`src/rtl/lc3b_mem_pkg.sv`:
```
// Shared types and constants for the LC-3b memory-port initiator.
package lc3b_mem_pkg;

  localparam int ADDR_W_DEF = 16;
  localparam int DATA_W_DEF = 16;

  localparam logic LANE_LO = 1'b0;
  localparam logic LANE_HI = 1'b1;

  typedef enum logic [1:0] {
    IDLE    = 2'd0,
    ISSUE   = 2'd1,
    CAPTURE = 2'd2,
    RESP    = 2'd3
  } mau_state_e;

  // Request attributes kept across the access for response formatting.
  typedef struct packed {
    logic write;
    logic byte_op;
    logic lane;
  } req_attr_t;

endpackage

```
`src/rtl/mem_lane_fmt.sv`:
```
// Byte-lane formatting: store replication/lane enables and load byte select + sign extension.
module mem_lane_fmt
  import lc3b_mem_pkg::*;
(
  input  logic        st_write,
  input  logic        st_byte,
  input  logic        st_lane,
  input  logic [15:0] st_data,
  output logic [15:0] st_out,
  output logic        we_lo,
  output logic        we_hi,
  input  logic        ld_byte,
  input  logic        ld_lane,
  input  logic [15:0] ld_raw,
  output logic [15:0] ld_out
);

  logic [7:0] ld_sel;

  always_comb begin
    st_out = st_byte ? {st_data[7:0], st_data[7:0]} : st_data;
    we_lo  = st_write & (~st_byte | (st_lane == LANE_LO));
    we_hi  = st_write & (~st_byte | (st_lane == LANE_HI));
    ld_sel = (ld_lane == LANE_HI) ? ld_raw[15:8] : ld_raw[7:0];
    ld_out = ld_byte ? {{8{ld_sel[7]}}, ld_sel} : ld_raw;
  end

endmodule

```
`src/rtl/mem_access_unit.sv`:
```
// Port-2 load/store initiator for the LC-3b block RAM; one request in flight, all outputs registered.
// Optional build macro MISALIGN_TRAP_EN: misaligned word accesses return respErr without touching memory.
module mem_access_unit
  import lc3b_mem_pkg::*;
#(
  parameter int ADDR_W = ADDR_W_DEF,
  parameter int DATA_W = DATA_W_DEF
) (
  input  logic              clk,
  input  logic              rst_n,
  input  logic              reqValid,
  output logic              reqReady,
  input  logic              reqWrite,
  input  logic              reqByte,
  input  logic [ADDR_W-1:0] reqAddr,
  input  logic [DATA_W-1:0] reqData,
  output logic              respValid,
  input  logic              respReady,
  output logic [DATA_W-1:0] respData,
  output logic              respErr,
  output logic              memEn,
  output logic [ADDR_W-1:0] memAddr,
  output logic              memWeLow,
  output logic              memWeHi,
  output logic [DATA_W-1:0] memDataOut,
  input  logic [DATA_W-1:0] memDataIn
);

  mau_state_e  state;
  req_attr_t   attr;
  logic [15:0] st_out, ld_out;
  logic        we_lo, we_hi;
  logic        misalign;

  // Store path formats the live request; load path formats the read data in CAPTURE.
  mem_lane_fmt u_fmt (
    .st_write (reqWrite),
    .st_byte  (reqByte),
    .st_lane  (reqAddr[0]),
    .st_data  (reqData),
    .st_out   (st_out),
    .we_lo    (we_lo),
    .we_hi    (we_hi),
    .ld_byte  (attr.byte_op),
    .ld_lane  (attr.lane),
    .ld_raw   (memDataIn),
    .ld_out   (ld_out)
  );

`ifdef MISALIGN_TRAP_EN
  assign misalign = ~reqByte & reqAddr[0];
`else
  assign misalign = 1'b0;
`endif

  always_ff @(posedge clk) begin
    if (!rst_n) begin
      state      <= IDLE;
      attr       <= '0;
      reqReady   <= 1'b1;
      respValid  <= 1'b0;
      respData   <= '0;
      respErr    <= 1'b0;
      memEn      <= 1'b0;
      memAddr    <= '0;
      memWeLow   <= 1'b0;
      memWeHi    <= 1'b0;
      memDataOut <= '0;
    end else begin
      case (state)
        IDLE: if (reqValid && reqReady) begin
          attr     <= '{write: reqWrite, byte_op: reqByte, lane: reqAddr[0]};
          reqReady <= 1'b0;
          if (misalign) begin
            state     <= RESP;
            respValid <= 1'b1;
            respErr   <= 1'b1;
            respData  <= '0;
          end else begin
            state      <= ISSUE;
            memEn      <= 1'b1;
            memAddr    <= reqAddr;
            memWeLow   <= we_lo;
            memWeHi    <= we_hi;
            memDataOut <= reqWrite ? st_out : '0;
          end
        end
        ISSUE: begin
          // Memory samples en/we at the edge ending this cycle.
          state      <= CAPTURE;
          memEn      <= 1'b0;
          memWeLow   <= 1'b0;
          memWeHi    <= 1'b0;
          memAddr    <= '0;
          memDataOut <= '0;
        end
        CAPTURE: begin
          state     <= RESP;
          respValid <= 1'b1;
          respData  <= attr.write ? '0 : ld_out;
        end
        RESP: if (respReady) begin
          state     <= IDLE;
          respValid <= 1'b0;
          respErr   <= 1'b0;
          respData  <= '0;
          reqReady  <= 1'b1;
        end
        default: state <= IDLE;
      endcase
    end
  end

endmodule

```
`config.mk`:
```
export PLATFORM = sky130hd
export DESIGN_NAME = mem_access_unit
export DESIGN_NICKNAME = d
export VERILOG_FILES = /design/src/rtl/lc3b_mem_pkg.sv /design/src/rtl/mem_lane_fmt.sv /design/src/rtl/mem_access_unit.sv
export SDC_FILE = /design/constraint.sdc
export NUM_CORES = 1
export LEC_CHECK = 0
export ABC_CLOCK_PERIOD_IN_PS = 1700
export CAP_MARGIN = 20
export CORE_UTILIZATION = 35
export DETAILED_ROUTE_END_ITERATION = 10
export PLACE_DENSITY_LB_ADDON = 0.3
export SLEW_MARGIN = 5
export SYNTH_ARGS = -nofsm -noshare
export SYNTH_HDL_FRONTEND = slang
export SYNTH_SLANG_ARGS = --single-unit
```
`constraint.sdc`:
```
create_clock -name clk -period 1.7 [get_ports clk]
set_input_delay 0.34 -clock clk [delete_from_list [all_inputs] [get_ports clk]]
set_output_delay 0.34 -clock clk [all_outputs]
set_load 0.02 [all_outputs]
```
==> impl_metrics.json, run 1 <==
{
  "status": "completed",
  "fin_skew_ns": 0.008153,
  "nets": 373,
  "critPathMaxFanout": 2,
  "yosysUniqueCellTypes": 28,
  "post-route-period-util_pct": 96.78,
  "worstHoldStart": "memEn",
  "fp.dieH_um": 82.35,
  "cts_buffer_depth": 2,
  "timing.max_cap.violations": 0,
  "grt_pass1_vias": 1762,
  "cts_buffers": 9,
  "crit_path_end_kind": "output pin",
  "drt-initial-drc-count": 35,
  "dr.pass1.iters": 4,
  "pwr_density_cell_nw_per_um2": 1256,
  "whs_path_depth": 1,
  "ys_seq_area_share_pct": 51.38,
  "grt_max_degree": 36,
  "antennaDiodeCount": 0,
  "grt_pass1_wl_um": 8383,
  "fillers": 512,
  "p_switching_uw": 1576,
  "seqPwrFrac_pct": 37.8,
  "r2r_cells": 7,
  "cp_num_buf_inv": 1,
  "drtAntennaViolNets": 0,
  "cts_tree": "done",
  "finalMaxSlewViolations": 0,
  "core_um2": 6061,
  "pre_cts_ws_ns": -0.07558,
  "die_w_um": 82.35,
  "reg2reg_from": "state[0]",
  "initial_core_util_pct": 37.28,
  "synth_cells": 191,
  "syn_to_final_growth_pct": 63.90,
  "power.internal_uw": 3077,
  "clk_latency_ns": 0.33,
  "r2r_setup_slack_ns": 0.06,
  "synthArstFlopShare_pct": 0,
  "hold_end": "memEn",
  "synth_area_per_cell_um2": 11.83,
  "path_delay_family": "buffers and inverters",
  "syn_nets": 250,
  "gp_congestion": 0.7488,
  "cts_num_sinks": 58,
  "max_freq_mhz": 607.8,
  "routed_via_density": 4.873,
  "rows": 28,
  "ctsHoldBuffers": 0,
  "grt_use_total_pct": 16.66,
  "hpwl_um": 3891,
  "power_frac_clock_pct": 23.6,
  "wirelength_um": 5674,
  "worstPathArrival_ns": 1.31,
  "crit_type": "flop to output pin",
  "setup_tns_ns": 0,
  "worstPathCellList": "clkdlybuf4s50_1",
  "drc_errors": 0,
  "cts.root.buffer_cell": "clkbuf_8",
  "r2r_end": "memAddr[14]",
  "power.total_uw": 4653,
  "startpoint_type": "flop",
  "pin_count": 108,
  "vias": 1920,
  "wire_per_inst_um": 14.40,
  "combPwrFrac_pct": 38.6,
  "clkTransAtPathRegs_ns": 0.07,
  "numPortBuffers": 106,
  "ys.flop_type": "dfxtp_1",
  "period_minus_slack_ns": 1.645,
  "leakagePower_uw": 0.001487,
  "critPathMaxStageDelay_ns": 0.63,
  "min_path_type": "flop to flop",
  "switching_share_pct": 33.87,
  "critical-path-slowest-cell": "clkdlybuf4s50_1",
  "drive_gt1_share_pct": 17.55,
  "cts_htree_levels": 3,
  "overflow": 0,
  "irDropWorstVdd_mv": 0.7167,
  "worst_slack_ns": 0.05482,
  "ys_warn_count": 0,
  "ys_seq_elements": 58,
  "critPathRequiredTime_ns": 1.36,
  "die-area_um2": 6782,
  "synth_edf_count": 0,
  "antenna_found_initial": 0,
  "hold_viol": 0,
  "syn-cell-area_um2": 2260,
  "finalSetupViolations": 0
}
-- layout by cell type, fill, tap and decap left out --
master	count
clkbuf_8	9
and3_4	1
clkdlybuf4s50_1	105
nor4_4	1
o2bb2ai_1	24
buf_6	1
a21o_2	1
inv_1	3
a21o_1	1
dlygate4sd2_1	1
a22o_1	11
inv_4	1
nand2b_1	2
a211oi_4	1
clkinvlp_4	4
nor2b_1	2
dfxtp_1	56
clkinv_2	1
buf_4	11
nor2_1	11
clkinv_4	1
and2_1	1
dfxtp_2	2
nand2_1	9
and3b_2	1
clkbuf_1	1
o21ai_0	2
mux2i_1	23
buf_12	4
nor3b_4	1
conb_1	1
ha_1	5
a21oi_1	4
nand4bb_1	1
a22o_2	15
clkbuf_16	1
-- power by group through the flow --
stage | Sequential [µW] | Clock [µW] | Combinational (µW)
floorplan | 2030 | 0 | 717
global placement | 1780 | 0 | 1680
detailed placement | 1780 | 0 | 1710
CTS | 1760 | 1120 | 1710
global route | 1800 | 1190 | 1930
finish | 1760 | 1100 | 1800
-- logic make-up after synthesis --
group,count (synthesis),synth area share [%]
and+or+nand+nor,30,7.697
buffers and inverters,15,4.651
muxes,23,10.19
DFF,58,51.38
other,1,0.1660
AOI/OAI and AO/OA,59,23.15
adders and majority gates,5,2.769
-- registers in the layout, indices dropped and copies added (netlist names) --
register and flops:
memEn 1, memDataOut 16, respData 16, memWeLow 1, attr 3, memAddr 16, respValid 1, memWeHi 1
reqReady 1, state 2
-- Yosys cell counts, drive strengths merged, types with 2 or more instances --
cell type | instances | share of area [%]
nand2 | 9 | 1.5
a21o | 2 | 0.72
nor2b | 2 | 0.55
inv | 4 | 0.78
buf | 8 | 3.4
nor2 | 11 | 1.8
clkbuf | 3 | 0.50
o21ai | 2 | 0.44
nand2b | 2 | 0.55
o2bb2ai | 24 | 9.3
dfxtp | 58 | 51
a22o | 26 | 11
a21oi | 4 | 0.89
mux2i | 23 | 10
ha | 5 | 2.8
-- how the worst max path moves through the flow --
stage,startpoint,end,depth (start not counted)
2_1_floorplan,state[0],memAddr[15],7
3_3_place_gp,reqValid,memDataOut[1],4
3_5_place_dp,rst_n,memDataOut[2],4
4_1_cts,state[0],memDataOut[2],6
5_1_grt,state[0],memDataOut[2],7
6_report,respData[13],respData[13],1
-- layer usage --
layer  share of wire, %  vias to the layer above  global-route usage, %
met2                 43                       85                  25.62
met3                9.7                        7                  5.495
met4                1.3                        0                  7.368
li1                   -                      951                      -
met1                 46                      877                  21.13
met5                  0                        -                      0
-- area by class of cell --
cell class	count	area (µm²)	share of cell area (%)
Clock inverter	6	43.79	1.182
Sequential cell	58	1164	31.42
Timing Repair Buffer	123	1259	33.99
Tap cell	75	93.84	2.534
Inverter	4	17.52	0.4730
Multi-Input combinational cell	118	998.5	26.96
Clock buffer	10	127.6	3.446
-- repair_timing --
item / in CTS / in global routing
resized for setup: 1 / 4
setup endpoints to repair: 1 / 35
cloned: 0 / 2
pin swaps: 0 / 1
buffers inserted: 0 / 2
-- stage by stage --
step	utilization, %	instance area (µm²)	instances	hold WS [ns]
after global placement	57.33	3475	374	0.4411
after CTS	60.14	3645	390	0.4643
after floorplan	-	2260	191	0.4162
final	61.11	3704	394	0.4590
after global routing	61.11	3704	394	0.4812
after detailed placement	57.33	3475	374	0.4453
Power figures use the tool's default switching activity.
==> run 2, diff against run 1 <==
--- a/config.mk
+++ b/config.mk
@@ -5,9 +5,9 @@
 export SDC_FILE = /design/constraint.sdc
 export NUM_CORES = 1
 export LEC_CHECK = 0
-export ABC_CLOCK_PERIOD_IN_PS = 1700
 export CAP_MARGIN = 20
 export CORE_UTILIZATION = 35
+export CTS_CLUSTER_SIZE = 30
 export DETAILED_ROUTE_END_ITERATION = 10
 export PLACE_DENSITY_LB_ADDON = 0.3
 export SLEW_MARGIN = 5
==> constraint.sdc (replaced) <==
create_clock -name clk -period 1.7 [get_ports clk]
set_input_delay 0.255 -clock clk [delete_from_list [all_inputs] [get_ports clk]]
set_output_delay 0.255 -clock clk [all_outputs]
set_load 0.02 [all_outputs]
==> run 2 against run 1 <==
Combinational power is 3% higher. Sequential cell count stayed put. Count of clock-buffer cells in the layout is 3 higher. Largest cell class unchanged. Register-to-register slack is essentially flat.
==> impl_metrics.json, run 2 (synthesis results as in run 1) <==
{
  "hold_slack_ns": 0.4604,
  "worstPathArrival_ns": 1.90,
  "cts_htree_levels": 3,
  "layout_common_cells": "clkdlybuf4s50_1, dfxtp_1, o2bb2ai_1",
  "drt-initial-drc-count": 51,
  "gp_congestion": 0.7479,
  "worstPathCellList": "inv_1 -> ha_2 -> and3_4 -> a211oi_4 -> buf_6 -> clkbuf_16 -> a22o_2",
  "irDropWorstVdd_mv": 0.7060,
  "fp.dieH_um": 82.35,
  "core_um2": 6061,
  "hold_end": "memDataOut[14]",
  "fillers": 497,
  "startpoint_type": "flop",
  "grt_pass1_vias": 1811,
  "critical-path-slowest-cell": "dfxtp_2",
  "critPathMaxStageDelay_ns": 0.35,
  "nets": 370,
  "startpoint": "state[1]",
  "drtAntennaViolNets": 0,
  "critPathRequiredTime_ns": 1.97,
  "drc_errors": 0,
  "period_minus_slack_ns": 1.629,
  "status": "completed",
  "wirelength_um": 5820,
  "cts_tree": "done",
  "crit_type": "flop to flop",
  "initial_core_util_pct": 37.28,
  "r2r_setup_slack_ns": 0.07,
  "cts_buffer_depth": 2,
  "grt_max_degree": 36,
  "fin_skew_ns": 0.007107,
  "pin_count": 108,
  "die_w_um": 82.35,
  "timing.max_cap.violations": 0,
  "dr.pass1.iters": 4,
  "mostFrequentLayoutCell": "clkdlybuf4s50_1",
  "cts_num_sinks": 58,
  "die-area_um2": 6782,
  "multiInputGateArea_um2": 1002,
  "reg2reg_from": "state[1]",
  "leakagePower_uw": 0.001507,
  "whs_path_depth": 1,
  "grt_pass1_wl_um": 8211,
  "min_path_type": "flop to flop",
  "r2r_cells": 7,
  "finalMaxSlewViolations": 0,
  "critPathMaxFanout": 9,
  "final_core_util_pct": 61.50,
  "antenna_found_initial": 0,
  "rows": 28,
  "finalSetupViolations": 0,
  "worstHoldStart": "memDataOut[14]",
  "hpwl_um": 3885,
  "cts.root.buffer_cell": "clkbuf_8",
  "max_freq_mhz": 613.9,
  "routed_via_density": 4.982,
  "drive_gt1_share_pct": 17.14,
  "vias": 1943,
  "cp_num_buf_inv": 3,
  "numPortBuffers": 106,
  "r2r_end": "memAddr[4]",
  "clk_latency_ns": 0.32,
  "cts_buffers": 9,
  "pwr_density_cell_nw_per_um2": 1313,
  "hold_viol": 0,
  "path_delay_family": "compound AO/OA/AOI/OAI gates",
  "biggestRegsByFlops": "memAddr x16, memDataOut x16, respData x16",
  "grt_use_total_pct": 16.40,
  "overflow": 0,
  "regArea_um2": 1164,
  "clkTransAtPathRegs_ns": 0.06,
  "wire_per_inst_um": 14.92,
  "antennaDiodeCount": 0,
  "crit_path_end_kind": "flop",
  "syn_to_final_growth_pct": 64.95,
  "post-route-period-util_pct": 95.82
}
[run 2: changes by cell type in the layout (fill, tap and decap cells not counted)]
| cell | previous run | this run |
|---|---|---|
| bufinv_16 | 0 | 1 |
| clkbuf_16 | 1 | 2 |
| clkinvlp_4 | 4 | 0 |
| clkdlybuf4s50_1 | 105 | 106 |
| buf_12 | 4 | 3 |
| dlygate4sd2_1 | 1 | 0 |
| and2_1 | 1 | 0 |
| and2_2 | 0 | 1 |
| clkinv_4 | 1 | 0 |
| ha_1 | 5 | 4 |
| buf_4 | 11 | 7 |
| clkbuf_8 | 9 | 12 |
| buf_6 | 1 | 2 |
| ha_2 | 0 | 1 |
[run 2: layout make-up]
type | count | area share (%)
Timing Repair Buffer | 120 | 33.43
Sequential cell | 58 | 31.22
Multi-Input combinational cell | 118 | 26.89
Clock buffer | 13 | 4.532
Tap cell | 75 | 2.518
Clock inverter | 2 | 0.9399
Inverter | 4 | 0.4700
[run 2: per-layer routing]
layer	wire, µm	global-route usage, %	vias to the layer above
met5	0	0	-
met4	41	8.421	0
met3	488	4.725	4
met2	2560	26.69	76
met1	2730	19.56	912
li1	-	-	951
[run 2: report_power, final]
group	switching (µW)	internal, µW	total [µW]	leakage [µW]
Sequential	146	1620	1760	0.000472
Combinational	883	965	1850	0.000929
Clock	497	787	1280	0.000106
Total	1530	3370	4890	0.00151
[run 2: per-stage QoR]
stage               cells  total power (µW)  TNS [ns]  instance area (µm²)  worst slack (ns)
global route          390              5146   -0.1126                 3727         -0.009777
CTS                   385              4779         0                 3636           0.01952
finish                390              4894         0                 3727           0.07108
floorplan             191              2745         0                 2260           0.06506
detailed placement    370              3473   -0.1115                 3432          -0.01938
global placement      370              3441         0                 3432           0.05286
[run 2: worst max-delay path by stage]
stage	to	cells past startpoint
CTS	memDataOut[2]	5
global placement	memAddr[1]	5
detailed placement	memDataOut[5]	4
global route	memDataOut[14]	7
finish	memAddr[4]	7
floorplan	memAddr[15]	7
[run 2: repair_timing]
item,CTS,global route
setup endpoints to repair,0,35
setup buffers,0,2
hold buffers,0,0
resized for setup,0,7
